`src/rtl/fwd_hazard_tracker_if.sv`:
```
// Decode-side bundle for the forwarding/hazard tracker.
// Master is the decode stage, slave is the tracker.
interface fwd_hazard_tracker_if #(
  parameter int NSRC = 2,
  parameter int REGW = 5,
  parameter int SELW = 2,
  parameter int CNTW = 16
);
  logic                   id_valid;
  logic [REGW-1:0]        id_rd;
  logic                   id_wb;
  logic                   id_is_load;
  logic [NSRC*REGW-1:0]   id_rs;
  logic [NSRC-1:0]        id_rs_used;
  logic                   flush;
  logic [NSRC*SELW-1:0]   fwd_sel;
  logic                   stall;
  logic [CNTW-1:0]        stall_cnt;

  modport master (
    output id_valid,
    output id_rd,
    output id_wb,
    output id_is_load,
    output id_rs,
    output id_rs_used,
    output flush,
    input  fwd_sel,
    input  stall,
    input  stall_cnt
  );

  modport slave (
    input  id_valid,
    input  id_rd,
    input  id_wb,
    input  id_is_load,
    input  id_rs,
    input  id_rs_used,
    input  flush,
    output fwd_sel,
    output stall,
    output stall_cnt
  );
endinterface

```
`src/rtl/fwd_hazard_tracker.sv`:
```
// Tracks in-flight destinations, drives operand forwarding
// selects and the load-use stall with a saturating counter.
module fwd_hazard_tracker #(
  parameter int NSRC       = 2,
  parameter int NSTAGES    = 3,
  parameter int REGW       = 5,
  parameter int LOAD_READY = 1,
  parameter int SELW       = $clog2(NSTAGES+1),
  parameter int CNTW       = 16
) (
  input logic clk,
  input logic rst_n,
  fwd_hazard_tracker_if.slave bus
);

  typedef struct packed {
    logic            v;
    logic [REGW-1:0] rd;
    logic            wb;
    logic            ld;
  } ent_t;

  ent_t               ent_q [NSTAGES];
  logic [NSTAGES-1:0] hit [NSRC];
  logic [SELW-1:0]    sel [NSRC];
  logic [NSRC-1:0]    haz;
  logic               stall;
  logic [CNTW-1:0]    cnt_q;

  always_comb begin
    for (int i = 0; i < NSRC; i++) begin
      for (int k = 0; k < NSTAGES; k++) begin
        hit[i][k] = ent_q[k].v
                  & ent_q[k].wb
                  & (ent_q[k].rd != '0)
                  & (ent_q[k].rd == bus.id_rs[i*REGW +: REGW])
                  & bus.id_rs_used[i];
      end
    end
  end

  // Scan oldest to youngest so the youngest producer wins.
  always_comb begin
    haz = '0;
    for (int i = 0; i < NSRC; i++) begin
      sel[i] = '0;
      for (int k = NSTAGES-1; k >= 0; k--) begin
        if (hit[i][k]) begin
          sel[i] = SELW'(k+1);
          haz[i] = ent_q[k].ld & (k < LOAD_READY);
        end
      end
    end
  end

  always_comb begin
    bus.fwd_sel = '0;
    for (int i = 0; i < NSRC; i++) begin
      bus.fwd_sel[i*SELW +: SELW] = sel[i];
    end
  end

  assign stall         = bus.id_valid & ~bus.flush & (|haz);
  assign bus.stall     = stall;
  assign bus.stall_cnt = cnt_q;

  always_ff @(posedge clk or negedge rst_n) begin
    if (!rst_n) begin
      for (int k = 0; k < NSTAGES; k++) begin
        ent_q[k] <= '0;
      end
      cnt_q <= '0;
    end else begin
      ent_q[0] <= '{
        v:  bus.id_valid & ~stall & ~bus.flush,
        rd: bus.id_rd,
        wb: bus.id_wb,
        ld: bus.id_is_load
      };
      for (int k = 1; k < NSTAGES; k++) begin
        ent_q[k] <= ent_q[k-1];
      end
      if (stall && cnt_q != '1) begin
        cnt_q <= cnt_q + CNTW'(1);
      end
    end
  end

endmodule

```
`src/flat_wrapper.sv`:
```
// flat-port wrapper written by rule: the top's interface ports become plain ports
module fwd_hazard_tracker_flat 
#(
  parameter int NSRC       = 2,
  parameter int NSTAGES    = 3,
  parameter int REGW       = 5,
  parameter int LOAD_READY = 1,
  parameter int SELW       = $clog2(NSTAGES+1),
  parameter int CNTW       = 16
)
  (clk, rst_n, bus_id_valid, bus_id_rd, bus_id_wb, bus_id_is_load, bus_id_rs, bus_id_rs_used, bus_flush, bus_fwd_sel, bus_stall, bus_stall_cnt);
  fwd_hazard_tracker_if #(.NSRC(NSRC), .REGW(REGW), .SELW(SELW), .CNTW(CNTW)) bus_i ();
  input logic clk;
  input logic rst_n;
  input wire logic [$bits(bus_i.id_valid)-1:0] bus_id_valid;
  input wire logic [$bits(bus_i.id_rd)-1:0] bus_id_rd;
  input wire logic [$bits(bus_i.id_wb)-1:0] bus_id_wb;
  input wire logic [$bits(bus_i.id_is_load)-1:0] bus_id_is_load;
  input wire logic [$bits(bus_i.id_rs)-1:0] bus_id_rs;
  input wire logic [$bits(bus_i.id_rs_used)-1:0] bus_id_rs_used;
  input wire logic [$bits(bus_i.flush)-1:0] bus_flush;
  output wire logic [$bits(bus_i.fwd_sel)-1:0] bus_fwd_sel;
  output wire logic [$bits(bus_i.stall)-1:0] bus_stall;
  output wire logic [$bits(bus_i.stall_cnt)-1:0] bus_stall_cnt;
  assign bus_i.id_valid = bus_id_valid;
  assign bus_i.id_rd = bus_id_rd;
  assign bus_i.id_wb = bus_id_wb;
  assign bus_i.id_is_load = bus_id_is_load;
  assign bus_i.id_rs = bus_id_rs;
  assign bus_i.id_rs_used = bus_id_rs_used;
  assign bus_i.flush = bus_flush;
  assign bus_fwd_sel = bus_i.fwd_sel;
  assign bus_stall = bus_i.stall;
  assign bus_stall_cnt = bus_i.stall_cnt;
  fwd_hazard_tracker #(.NSRC(NSRC), .NSTAGES(NSTAGES), .REGW(REGW), .LOAD_READY(LOAD_READY), .SELW(SELW), .CNTW(CNTW)) u_core (.clk(clk), .rst_n(rst_n), .bus(bus_i));
endmodule
```
`config.mk`:
```
export PLATFORM = sky130hd
export DESIGN_NAME = fwd_hazard_tracker_flat
export DESIGN_NICKNAME = d
export VERILOG_FILES = /design/src/rtl/fwd_hazard_tracker_if.sv /design/src/rtl/fwd_hazard_tracker.sv /design/src/flat_wrapper.sv
export SDC_FILE = /design/constraint.sdc
export NUM_CORES = 1
export LEC_CHECK = 0
export ABC_AREA = 1
export CAP_MARGIN = 20
export CORE_MARGIN = 2
export CORE_UTILIZATION = 25
export DETAILED_ROUTE_END_ITERATION = 10
export PLACE_DENSITY_LB_ADDON = 0.15
export SKIP_LAST_GASP = 1
export SLEW_MARGIN = 10
export SYNTH_ARGS = -nofsm -noshare
export SYNTH_HDL_FRONTEND = slang
export SYNTH_SLANG_ARGS = --single-unit
```
`constraint.sdc`:
```
create_clock -name clk -period 2.4 [get_ports clk]
set_input_delay 0.36 -clock clk [delete_from_list [all_inputs] [get_ports clk]]
set_output_delay 0.36 -clock clk [all_outputs]
set_load 0.01 [all_outputs]
```
## Word level (Yosys, flattened, before mapping)

Index checks and enable logic that the tools add are counted.

| storage, ports and cells | value |
|---|---|
| memory bits (writable) | 0 |
| ROM bits | 0 |
| logic and storage cells | 56 |
| register bits | 38 |
| bits in latches | 0 |
| memories kept | 0 |
| output and inout bits | 21 |
| bits of input ports | 23 |

| operators by class | value |
|---|---|
| multiply operators | 0 |
| eq/ne operators | 7 |
| $add $sub $neg | 1 |
| div/mod/pow operators | 0 |
| bitwise logic cells | 24 |
| reductions and logical operators | 5 |
| magnitude comparators | 0 |
| mux-type cells | 8 |
| shifts and indexed selects | 0 |

Operator list:

| kind | count |
|---|---|
| equality test 5 bit | 6 |
| AND 1 bit | 22 |
| adder 16 x 1 -> 16 bit, second input constant | 1 |
| != test 16 bit, second input constant | 1 |
| nonzero test 5 bit | 3 |
| two-way mux 2 bit | 6 |
| two-way mux 1 bit | 2 |
| NOT 1 bit | 2 |
| OR reduction 2 bit | 1 |
| logical AND 1 bit | 1 |

## Longest topological paths before layout

Gate-level depths: netlist of the first run.

| depth | value |
|---|---|
| depth after elaboration | 10 |
| depth in mapped cells | 12 |
| depth with buffers taken out | 11 |

## Worst setup path after synthesis of the first run

Ideal clock, no wire load.

| timing path | value |
|---|---|
| path kind | reg-to-reg |
| start point | register u_core.cnt_q[0], in the netlist u_core.bus.stall_cnt[0] |
| end point | register u_core.cnt_q[14], in the netlist u_core.bus.stall_cnt[14] |
| path buffers | 0 |
| arrival time | 1.497 ns |
| period minus slack after synthesis | 1.562 ns |
| required time | 2.335 ns |
| slack | 0.838 ns |
| cell stages (with the launch flop) | 11 |
| library setup time | 0.065 ns |
| path through | dfrtp_1 ha_1 nand3_1 inv_1 nand2_1 nor2_1 nand2_1 nor2_1 xor2_1 nand2_1 nand2_1 |

| between the ends | value |
|---|---|
| word-level cells in the longest chain between the ends | 2 |
| elaborated cells on any way between the ends | 3 |
| classes of those cells | 1 x add/sub; 1 x eq/ne; 1 x reduce/logical |

RTL lines:

| item | RTL line | RTL |
|---|---|---|
| from (decl) | fwd_hazard_tracker.sv:28 | `logic [CNTW-1:0] cnt_q;` |
| from (signal assigned) | fwd_hazard_tracker.sv:84 | `cnt_q <= cnt_q + CNTW'(1);` |
| parallel branches: the longest is 2 deep, another holds adder 16 x 1 -> 16 bit | - |  |

Several ways; the timed one is not identified.
A chain may end at the register's enable or synchronous reset.

## Final worst setup path of the first run

| timing path | value |
|---|---|
| start point | input bus_id_rs_used[1] |
| end point | output bus_fwd_sel[3] |

| between the ends | value |
|---|---|
| word-level cells in the longest chain between the ends | 4 |
| elaborated cells on any way between the ends | 6 |
| classes of those cells | 3 x mux; 3 x bitwise |

RTL lines:

| item | RTL line | RTL |
|---|---|---|
| from (decl) | flat_wrapper.sv:20 | `input wire logic [$bits(bus_i.id_rs_used)-1:0] bus_id_rs_used;` |
| AND 1 bit | fwd_hazard_tracker.sv:37 | `& bus.id_rs_used[i];` |
| two-way mux 2 bit (2 in series) | fwd_hazard_tracker.sv:48 | `if (hit[i][k]) begin` |
| two-way mux 2 bit (*) | fwd_hazard_tracker.sv:48 |  |
| to (decl) | flat_wrapper.sv:22 | `output wire logic [$bits(bus_i.fwd_sel)-1:0] bus_fwd_sel;` |

Every way passes the cells marked *; elsewhere a longest branch is shown, timed or not.

==> results of run 1 <==
-- worst min-delay path by stage --
stage | slack, ns | start | endpoint
2_1_floorplan | 0.06 | rst_n | u_core.bus.stall_cnt[0]
3_5_place_dp | 0.36 | u_core.ent_q[23] | u_core.ent_q[15]
4_1_cts | 0.21 | rst_n | u_core.ent_q[18]
3_3_place_gp | 0.36 | u_core.ent_q[23] | u_core.ent_q[15]
6_report | 0.17 | rst_n | u_core.bus.stall_cnt[13]
5_1_grt | 0.25 | rst_n | u_core.ent_q[18]
-- metal layers --
metal  vias to the layer above  global-route usage [%]
li1                        921                       -
met1                       795                   15.25
met2                        42                   21.79
met3                         6                   3.272
met4                         0                   3.986
met5                         -                       0
-- Yosys cell counts, drive strengths merged --
cell	n
xnor2	11
nand4	5
o211ai	2
xor2	14
nand2b	1
nand3b	1
dfrtp	38
a21boi	2
nand2	90
o21ai	4
nand3	17
nor2	19
buf	2
inv	34
a21oi	6
ha	1
o22ai	3
nor3	7
o2111ai	1
-- cells by family (layout without fill, tap and decap cells) --
logic type,count (synthesis),in the layout,synth area share [%]
AND/OR/NAND/NOR,140,140,29.95
flip-flops,38,38,46.45
buffers and inverters,36,94,7.029
XOR/XNOR,25,25,10.70
AO/OA/AOI/OAI,18,18,5.257
adder cells (fa/ha/maj),1,1,0.6111
-- power by group --
group	leakage, nW	internal (mW)	switching, mW
Sequential	0.484	0.659	0.0187
Combinational	0.893	0.0624	0.0710
Clock	0.0714	0.443	0.232
Total	1.45	1.17	0.322
-- layout make-up --
cell class / instances / area, sq um / share of cell area (%)
clock buffers: 6 / 82.58 / 2.924
flip-flops and latches: 38 / 950.9 / 33.67
multi-input cells: 184 / 974.7 / 34.51
clock inverters: 2 / 60.06 / 2.127
inverters: 34 / 127.6 / 4.519
well taps: 105 / 131.4 / 4.652
repair buffers: 52 / 496.7 / 17.59
-- flip-flops by register name, summed over array words and instances, names as in the netlist --
| register | count |
|---|---|
| u_core.bus.stall_cnt | 16 |
| u_core.ent_q | 22 |
-- metrics by stage --
stage	util, %	worst slack (ns)	std cells	setup TNS [ns]
floorplan	-	0.8377	258	0
global placement	32.87	-0.2298	412	-0.6888
detailed placement	32.87	-0.2417	412	-0.6713
CTS	34.71	0.001146	420	0
global route	34.89	-0.06980	421	-0.06980
finish	34.89	0.1027	421	0
-- what timing repair did --
| action | 4_1_cts | 5_1_grt |
|---|---|---|
| endpoints found under the hold margin | 0 | 0 |
| setup buffers | 0 | 1 |
| gates resized for setup | 15 | 3 |
| setup endpoints to repair | 5 | 3 |
| pin swaps | 0 | 1 |
==> flow_metrics.py, run 1 <==
metrics = {
    "status": {
        "status": "complete, no violations",
    },
    "grt": {
        "antenna_found_initial": 0,
        "grt_pass1_wl_um": 8562,
        "grt_pass1_vias": 1768,
        "grt-ovfl-total": 0,
        "groute.usage.overall_pct": 12.57,
        "grt_max_degree": 39,
    },
    "power": {
        "finalPower_mw": 1.487,
        "power_density_mw_per_mm2": 526.6,
        "irDropWorstVdd_uv": 273.5,
        "p_leak_nw": 1.448,
    },
    "route": {
        "route.met3.wl_um": 293,
        "routed_wl_um": 5097,
        "ant_nets": 0,
        "drtIter0Drc": 57,
        "avgRoutedWirePerCell_um": 12.11,
        "first_pass_iters": 4,
        "drc_errors": 0,
        "highest_layer": "met4",
        "met2_length_um": 2462,
        "avgViaCountPerCell": 4.190,
        "route.layer.met1.wl_um": 2271,
        "vias": 1764,
    },
    "critical_path": {
        "path_cells": "clkdlybuf4s50_1, inv_1, a21oi_1, o21ai_0, nor3_2, buf_4, nand2_1, a21boi_0, dlygate4sd2_1",
        "path_class": "input pin to primary output",
        "path_buf_inv": 4,
        "startpoint_type": "input pin",
        "crit_required_ns": 2.04,
        "r2r_end": "u_core.bus.stall_cnt[14]",
        "critPathMaxFanout": 3,
        "cp_slowest_cell": "clkdlybuf4s50_1",
        "cp-end-kind": "primary output",
        "critPathCapture": "bus_fwd_sel[3]",
        "max_stage_delay_ns": 0.45,
        "path_depth": 9,
        "crit_family": "buffers and inverters",
        "r2r-start": "u_core.bus.stall_cnt[0]",
        "rrSetupSlack_ns": 0.67,
        "rr_worst_depth": 10,
        "critPathArrivalTime_ns": 1.94,
        "crit_path_start": "bus_id_rs_used[1]",
    },
    "logic_synthesis": {
        "yosysWarnings": 0,
        "synth_seq_cells": 38,
        "syn_area_per_cell_sq_um": 7.934,
        "synth_top_area_share_pct": 46.45,
        "synthesis.nets": 282,
        "synth_area_sq_mm": 0.002047,
        "synth_seq_area_share_pct": 46.45,
        "synth_area_leaders": "dfrtp_1, nand2_1, xor2_1",
        "synthCells": 258,
        "yosys.area.top_type": "dfrtp_1",
        "ys_types": 26,
    },
    "sta": {
        "relSlewSlack_pct": 43.21,
        "finalCriticalPeriod_ns": 2.297,
        "whs_ns": 0.1743,
        "skew_ns": 0.004008,
        "worst_pin_slew_ns": 0.8518,
        "setup_viol": 0,
        "hold_viol_final": 0,
        "max_freq_mhz": 435.3,
        "finalCritPeriodShare_pct": 95.72,
        "rsz0062_at_grt": "yes",
        "maxSlewViolCount": 0,
    },
    "die": {
        "num_io_pins": 44,
        "initial_utilization_pct": 25.29,
        "die-area_sq_mm": 0.008927,
        "die_w_um": 94.49,
        "core_sq_mm": 0.008093,
        "die_h_um": 94.49,
        "rows": 33,
    },
    "layout": {
        "fin_nets": 339,
        "layout-drive-gt1-share_pct": 11.08,
        "fillCellCount": 896,
        "diodes": 0,
        "synthToLayoutAreaGrowth_pct": 37.96,
        "final_cell_mix": "nand2_1, dfrtp_1, inv_1, clkdlybuf4s50_1",
        "final_common_cell": "nand2_1",
        "fin_area_sq_mm": 0.002824,
    },
    "clock_network": {
        "holdBufCountCts": 0,
        "clk_latency_ns": 0.29,
        "cts_tree": "yes",
        "cts_sinks": 38,
        "cts_buffer_depth": 2,
        "htree_levels": 2,
        "numCtsBuffers": 5,
        "path_clk_slew_ns": 0.08,
        "root_buffer": "clkbuf_8",
    },
    "placed_design": {
        "port_buffers": 43,
        "gp_congestion": 0.7604,
        "place_hpwl_um": 3787,
        "postPlaceCellArea_sq_mm": 0.002660,
    },
    "worst_hold_path": {
        "hold_class": "input pin to async pin",
    },
    "run": {
        "max_cap_violations": 0,
    },
}
No activity file was read; power rests on OpenSTA's default activity.
==> run 2: changes to the inputs <==
- CTS_CLUSTER_SIZE: unset -> 40
==> results of run 2 <==
Same layout as run 1: the final DEF is identical, and so are final timing and power.
